==> config.mk <==
export PLATFORM = sky130hd
export DESIGN_NAME = slice_sequencer
export DESIGN_NICKNAME = d
export VERILOG_FILES = /design/src/rtl/slice_seq_pkg.sv /design/src/rtl/slice_sequencer_hall_filter.sv /design/src/rtl/slice_sequencer.sv
export SDC_FILE = /design/constraint.sdc
export NUM_CORES = 1
export LEC_CHECK = 0
export CAP_MARGIN = 20
export CORE_ASPECT_RATIO = 1.75
export CORE_MARGIN = 2
export CORE_UTILIZATION = 55
export CTS_BUF_LIST = sky130_fd_sc_hd__clkbuf_8
export DETAILED_ROUTE_END_ITERATION = 10
export HOLD_SLACK_MARGIN = 0.1
export MAX_ROUTING_LAYER = met4
export PLACE_DENSITY = 0.73
export SLEW_MARGIN = 20
export SYNTH_ARGS = -nofsm -noshare
export SYNTH_HDL_FRONTEND = slang
export SYNTH_SLANG_ARGS = --single-unit
==> constraint.sdc <==
create_clock -name clock_66 -period 5.2 [get_ports clock_66]
set_input_delay 1.04 -clock clock_66 [delete_from_list [all_inputs] [get_ports clock_66]]
set_output_delay 1.04 -clock clock_66 [all_outputs]
set_load 0.005 [all_outputs]
==> src/rtl/slice_seq_pkg.sv <==
// slice_seq_pkg: shared FSM type, default geometry and shift helper for slice_sequencer.
package slice_seq_pkg;
  typedef enum logic [1:0] {UNLOCKED, ACQUIRE, RUN} seq_state_e;
  localparam int DEF_SLICES = 128;
  localparam int DEF_COLUMNS = 8;
  localparam int DEF_PERIOD_W = 24;
  function automatic int shift_of(input int n);
    return $clog2(n);
  endfunction
endpackage

==> src/rtl/slice_sequencer_hall_filter.sv <==
// hall_filter: two-flop synchronizer and low-level debounce, one edge pulse per low phase.
module hall_filter #(
  parameter int DEBOUNCE = 16
) (
  input  logic clock_66,
  input  logic nrst,
  input  logic hall_n,
  output logic edge_pulse
);
  localparam int CW = $clog2(DEBOUNCE + 1);
  localparam logic [CW-1:0] LAST = CW'(DEBOUNCE - 1);
  logic [1:0] sync;
  logic [CW-1:0] low_cnt;
  logic armed;
  // armed is only set by a high level, so a long low phase yields one pulse
  always_ff @(posedge clock_66 or negedge nrst)
    if (!nrst) begin
      sync <= 2'b11;
      low_cnt <= '0;
      armed <= 1'b0;
      edge_pulse <= 1'b0;
    end else begin
      sync <= {sync[0], hall_n};
      edge_pulse <= armed && !sync[1] && low_cnt == LAST;
      if (sync[1]) begin
        low_cnt <= '0;
        armed <= 1'b1;
      end else begin
        low_cnt <= low_cnt == LAST ? low_cnt : low_cnt + 1'b1;
        armed <= armed && low_cnt != LAST;
      end
    end
endmodule

==> src/rtl/slice_sequencer.sv <==
// slice_sequencer: hall-locked turn timing, slice/column slot scheduling gated by driver_ready.
// Optional SLICE_SEQ_STATS_EN adds skip_cnt and short_cnt statistics outputs.
module slice_sequencer
  import slice_seq_pkg::*;
#(
  parameter int SLICES = DEF_SLICES,
  parameter int COLUMNS = DEF_COLUMNS,
  parameter int PERIOD_W = DEF_PERIOD_W,
  parameter int MIN_PERIOD = 65536,
  parameter int MAX_PERIOD = 8_000_000,
  parameter int DEBOUNCE = 16
) (
  input  logic clock_66,
  input  logic nrst,
  input  logic hall_n,
  input  logic driver_ready,
  output logic position_sync,
  output logic column_ready,
  output logic [$clog2(SLICES)-1:0] slice_idx,
  output logic [$clog2(COLUMNS)-1:0] column_idx,
  output logic locked,
  output logic [PERIOD_W-1:0] period
`ifdef SLICE_SEQ_STATS_EN
  ,
  output logic [15:0] skip_cnt,
  output logic [7:0] short_cnt
`endif
);
  localparam int SW = $clog2(SLICES);
  localparam int CWI = $clog2(COLUMNS);
  localparam int SH = shift_of(SLICES) + shift_of(COLUMNS);
  localparam logic [PERIOD_W-1:0] MIN_P = PERIOD_W'(MIN_PERIOD);
  localparam logic [PERIOD_W-1:0] MAX_P = PERIOD_W'(MAX_PERIOD);
  localparam logic [SW-1:0] LAST_S = SW'(SLICES - 1);
  localparam logic [CWI-1:0] LAST_C = CWI'(COLUMNS - 1);
  seq_state_e state;
  logic hall_edge, sat, short_turn, valid_turn, glitch, take, restart, expire;
  logic last_slice, last_slot, slot_start, done;
  logic [PERIOD_W-1:0] turn_cnt, len, col_len, timer;
  hall_filter #(.DEBOUNCE(DEBOUNCE)) u_filter (
    .clock_66(clock_66),
    .nrst(nrst),
    .hall_n(hall_n),
    .edge_pulse(hall_edge)
  );
  // len counts the edge cycle itself, so it equals the edge-to-edge distance
  assign len = turn_cnt + 1'b1;
  assign sat = turn_cnt == MAX_P;
  assign short_turn = len < MIN_P;
  assign valid_turn = !short_turn && len < MAX_P;
  assign glitch = hall_edge && state == RUN && short_turn;
  assign take = hall_edge && !glitch;
  assign restart = hall_edge && state != UNLOCKED && valid_turn;
  assign expire = state == RUN && !done && timer == '0;
  assign last_slice = slice_idx == LAST_S;
  assign last_slot = last_slice && column_idx == LAST_C;
  assign locked = state == RUN;
  assign column_ready = slot_start && driver_ready;
  always_ff @(posedge clock_66 or negedge nrst)
    if (!nrst) state <= UNLOCKED;
    else if (restart) state <= RUN;
    else if (hall_edge && state == UNLOCKED) state <= ACQUIRE;
    else if (sat) state <= UNLOCKED;
    else if (take) state <= short_turn ? ACQUIRE : UNLOCKED;
  always_ff @(posedge clock_66 or negedge nrst)
    if (!nrst) begin
      turn_cnt <= '0;
      period <= '0;
      col_len <= '0;
    end else begin
      turn_cnt <= take ? '0 : sat ? turn_cnt : turn_cnt + 1'b1;
      period <= restart ? len : period;
      col_len <= restart ? len >> SH : col_len;
    end
  // after the last slot the indices hold until the next edge absorbs the remainder
  always_ff @(posedge clock_66 or negedge nrst)
    if (!nrst) begin
      slice_idx <= '0;
      column_idx <= '0;
      timer <= '0;
      done <= 1'b0;
      slot_start <= 1'b0;
      position_sync <= 1'b0;
    end else if (restart) begin
      slice_idx <= '0;
      column_idx <= '0;
      timer <= (len >> SH) - 1'b1;
      done <= 1'b0;
      slot_start <= 1'b1;
      position_sync <= 1'b1;
    end else if (state != RUN || sat || take) begin
      slice_idx <= '0;
      column_idx <= '0;
      timer <= '0;
      done <= 1'b0;
      slot_start <= 1'b0;
      position_sync <= 1'b0;
    end else begin
      slot_start <= expire && !last_slot;
      position_sync <= expire && column_idx == LAST_C && !last_slice;
      if (expire) begin
        timer <= col_len - 1'b1;
        done <= last_slot;
        column_idx <= last_slot ? column_idx : column_idx + 1'b1;
        slice_idx <= (column_idx == LAST_C && !last_slice) ? slice_idx + 1'b1 : slice_idx;
      end else if (!done) timer <= timer - 1'b1;
    end
`ifdef SLICE_SEQ_STATS_EN
  always_ff @(posedge clock_66 or negedge nrst)
    if (!nrst) begin
      skip_cnt <= '0;
      short_cnt <= '0;
    end else begin
      skip_cnt <= take ? '0 : (slot_start && !driver_ready && skip_cnt != '1) ? skip_cnt + 1'b1 : skip_cnt;
      short_cnt <= (hall_edge && state != UNLOCKED && short_turn && short_cnt != '1) ? short_cnt + 1'b1 : short_cnt;
    end
`endif
endmodule

==> impl_metrics.py <==
metrics = {
    "sta": {
        "fin_crit_sh": 0.809,
        "drv_slew": 0,
        "hold_viol_final": 0,
        "setup_viol": 0,
        "max_freq_mhz": 238,
        "hold_ws_ns": 0.362,
        "relSlewSlack": 0.335,
        "rsz0062_at_grt": "false",
        "fin_crit_ns": 4.20,
        "setup_ws_ns": 0.995,
        "worstMarginPinSlew_ns": 0.997,
        "fin_skew_ns": 0.0129,
        "setup_tns_ns": 0,
    },
    "yosys": {
        "synthCells": 643,
        "syn_area_um2": 5780,
        "synth_nets": 658,
        "async_reset_ff_frac": 1.00,
        "avgSynthCellArea_um2": 8.98,
        "seq_area_frac_synth": 0.416,
        "yosys_register_bits": 96,
        "synth_edf_count": 0,
        "ys_types": 70,
        "synth_ff_type": "dfrtp_1",
        "synth_warnings": 0,
    },
    "grt": {
        "antenna_found_initial": 0,
        "overflow": 0,
        "grt_pass1_vias": 4990,
        "track_usage": 0.286,
        "grt_pass1_wl_um": 24400,
        "grt_max_degree": 50,
    },
    "placement": {
        "dp_slack_ns": 1.05,
        "dp_hpwl_um": 11200,
        "placed_cells": 782,
        "gp_congestion": 0.888,
        "port_buffers": 40,
    },
    "run": {
        "cap_violations": 0,
    },
    "floorplan": {
        "num_io_pins": 41,
        "initial_core_util": 0.564,
        "die_x_um": 81.5,
        "core_area_um2": 10200,
        "die_area_um2": 11400,
        "chipHeight_um": 140,
        "row_count": 49,
    },
    "power": {
        "p_switching_uw": 334,
        "seqPwrFrac": 0.565,
        "pwr_density_cell_nw_per_um2": 214,
        "power_leakage_nw": 2.81,
        "pwr-share-clk": 0.405,
        "sw_frac_of_total": 0.241,
        "intPower_mw": 1.05,
        "comb_power_share": 0.030,
        "ir_worst_vdd_v": 0.000191,
    },
    "route": {
        "drt_wl_total_um": 15000,
        "wire_per_inst_um": 18.8,
        "drt_pass1_iterations": 4,
        "drc": 0,
        "postRouteAntennaNets": 0,
        "vias": 5037,
        "viasPerCell": 6.31,
        "drtIter0Drc": 307,
    },
    "clock_tree": {
        "root_buffer": "clkbuf_8",
        "htreeDepth": 3,
        "clock_latency_ns": 0.38,
        "hold_buffers": 0,
        "cts.reportedPaths.clkPinSlew_ns": 0.10,
        "numCtsBuffers": 9,
        "cts_tree": "yes",
        "cts_sinks": 96,
        "clockBufferDepth": 2,
        "cts_resized": 0,
        "cts_setup_buffers": 0,
    },
    "worst_setup_path": {
        "crit_type": "register to register",
        "cp-start-kind": "register",
        "cp.arrival_ns": 4.49,
        "cp.required_ns": 5.48,
        "worst-path-max-fanout": 26,
        "end_kind": "register",
    },
    "final_layout": {
        "fin_cells": 798,
        "fillers": 887,
        "layout_commonest_cell": "dfrtp_1",
        "multi_input_area_um2": 3120,
        "diodes": 0,
        "finalNetCount": 681,
        "final_cell_mix": "dfrtp_1 (94), nor2_1 (59), nor3_1 (48)",
        "regArea_um2": 2400,
        "drive_gt1_frac": 0.0745,
        "syn_to_final_growth_pct": 12.2,
    },
    "worst_hold_path": {
        "hold_class": "register to register",
    },
    "run_status": {
        "outcome": "finished, final reports clean",
    },
}
==> critical path, stage by stage (launching register included) <==
cell and delay, ns:
dfrtp_1 0.44, nand4_1 0.44, or4_4 0.73, o31a_1 0.36, or4_4 0.54, o41a_1 0.56
or2_1 0.67, o32ai_2 0.37
==> synthesized netlist by cell type (12+ instances only) <==
library cell	count	area [um2]
nor2_1	59	221
xnor2_1	32	280
dfrtp_1	94	2350
xor2_1	23	201
nand4_1	14	87.6
nor3_1	49	245
nor4_1	20	125
o21ai_0	40	200
mux2i_1	12	120
o22a_1	12	105
nand3_1	22	110
inv_1	29	109
a21oi_1	31	155
clkbuf_1	25	93.8
nand2_1	38	143
==> metal layers <==
layer | wire length (um) | vias up | global-route usage
li1 | - | 2367 | -
met1 | 5440 | 2459 | 0.293
met2 | 8230 | 153 | 0.501
met3 | 548 | 58 | 0.0493
met4 | 787 | 0 | 0.155
met5 | 0 | - | -
==> state kept, by name (all words and copies together), names as in the netlist <==
name                 flops
done                     1
turn_cnt                24
state                    2
column_idx               3
u_filter.armed           1
u_filter.edge_pulse      1
slice_idx                7
timer                   24
period                  24
slot_start               1
position_sync            1
u_filter.low_cnt         5
u_filter.sync            2
==> kinds of logic (layout without fill, tap and decap cells) <==
kind of cell	Yosys count	after routing	share of synthesized area
AOI/OAI and AO/OA	128	128	0.145
xor gates and xnor gates	55	55	0.0834
adders and majority gates	11	11	0.0238
buffers and inverters	65	93	0.0474
DFF	96	96	0.416
muxes	14	14	0.0247
and+or+nand+nor	274	274	0.260
==> worst paths after layout <==
| check | from | to | slack, ns | cells past startpoint |
|---|---|---|---|---|
| worst max-delay path | turn_cnt[5] | timer[12] | 1.0 | 7 |
| worst min-delay path | u_filter.sync[0] | u_filter.sync[1] | 0.36 | 0 |
| worst max register to register | turn_cnt[5] | timer[12] | 1.0 | 7 |
| worst min register to register | u_filter.sync[0] | u_filter.sync[1] | 0.36 | 0 |
| max in group asynchronous | nrst | turn_cnt[10] | 3.47 | 2 |
| min in group asynchronous | nrst | timer[13] | 0.66 | 1 |
==> stage by stage <==
| stage | cell area [um2] | util | power [mW] |
|---|---|---|---|
| after floorplan | 5780 | - | 0.816 |
| after global placement | 6250 | 0.611 | 0.839 |
| after detailed placement | 6250 | 0.611 | 0.841 |
| after CTS | 6480 | 0.633 | 1.40 |
| after global routing | 6480 | 0.633 | 1.45 |
| final | 6480 | 0.633 | 1.39 |
==> final cells by class <==
class,count,share of cell area
Multi-Input combinational cell,482,0.482
Sequential cell,96,0.371
Timing Repair Buffer,48,0.0707
Tap cell,127,0.0245
Clock buffer,9,0.0191
Inverter,29,0.0168
Clock inverter,7,0.0160
==> power groups by stage <==
| stage | clock [mW] | combinational [mW] | sequential, mW |
|---|---|---|---|
| finish | 0.561 | 0.0419 | 0.783 |
| global route | 0.612 | 0.0497 | 0.786 |
| CTS | 0.571 | 0.0436 | 0.783 |
| detailed placement | 0 | 0.0432 | 0.798 |
| global placement | 0 | 0.0419 | 0.797 |
| floorplan | 0 | 0.0233 | 0.792 |
(Power assumes the default switching activity.)
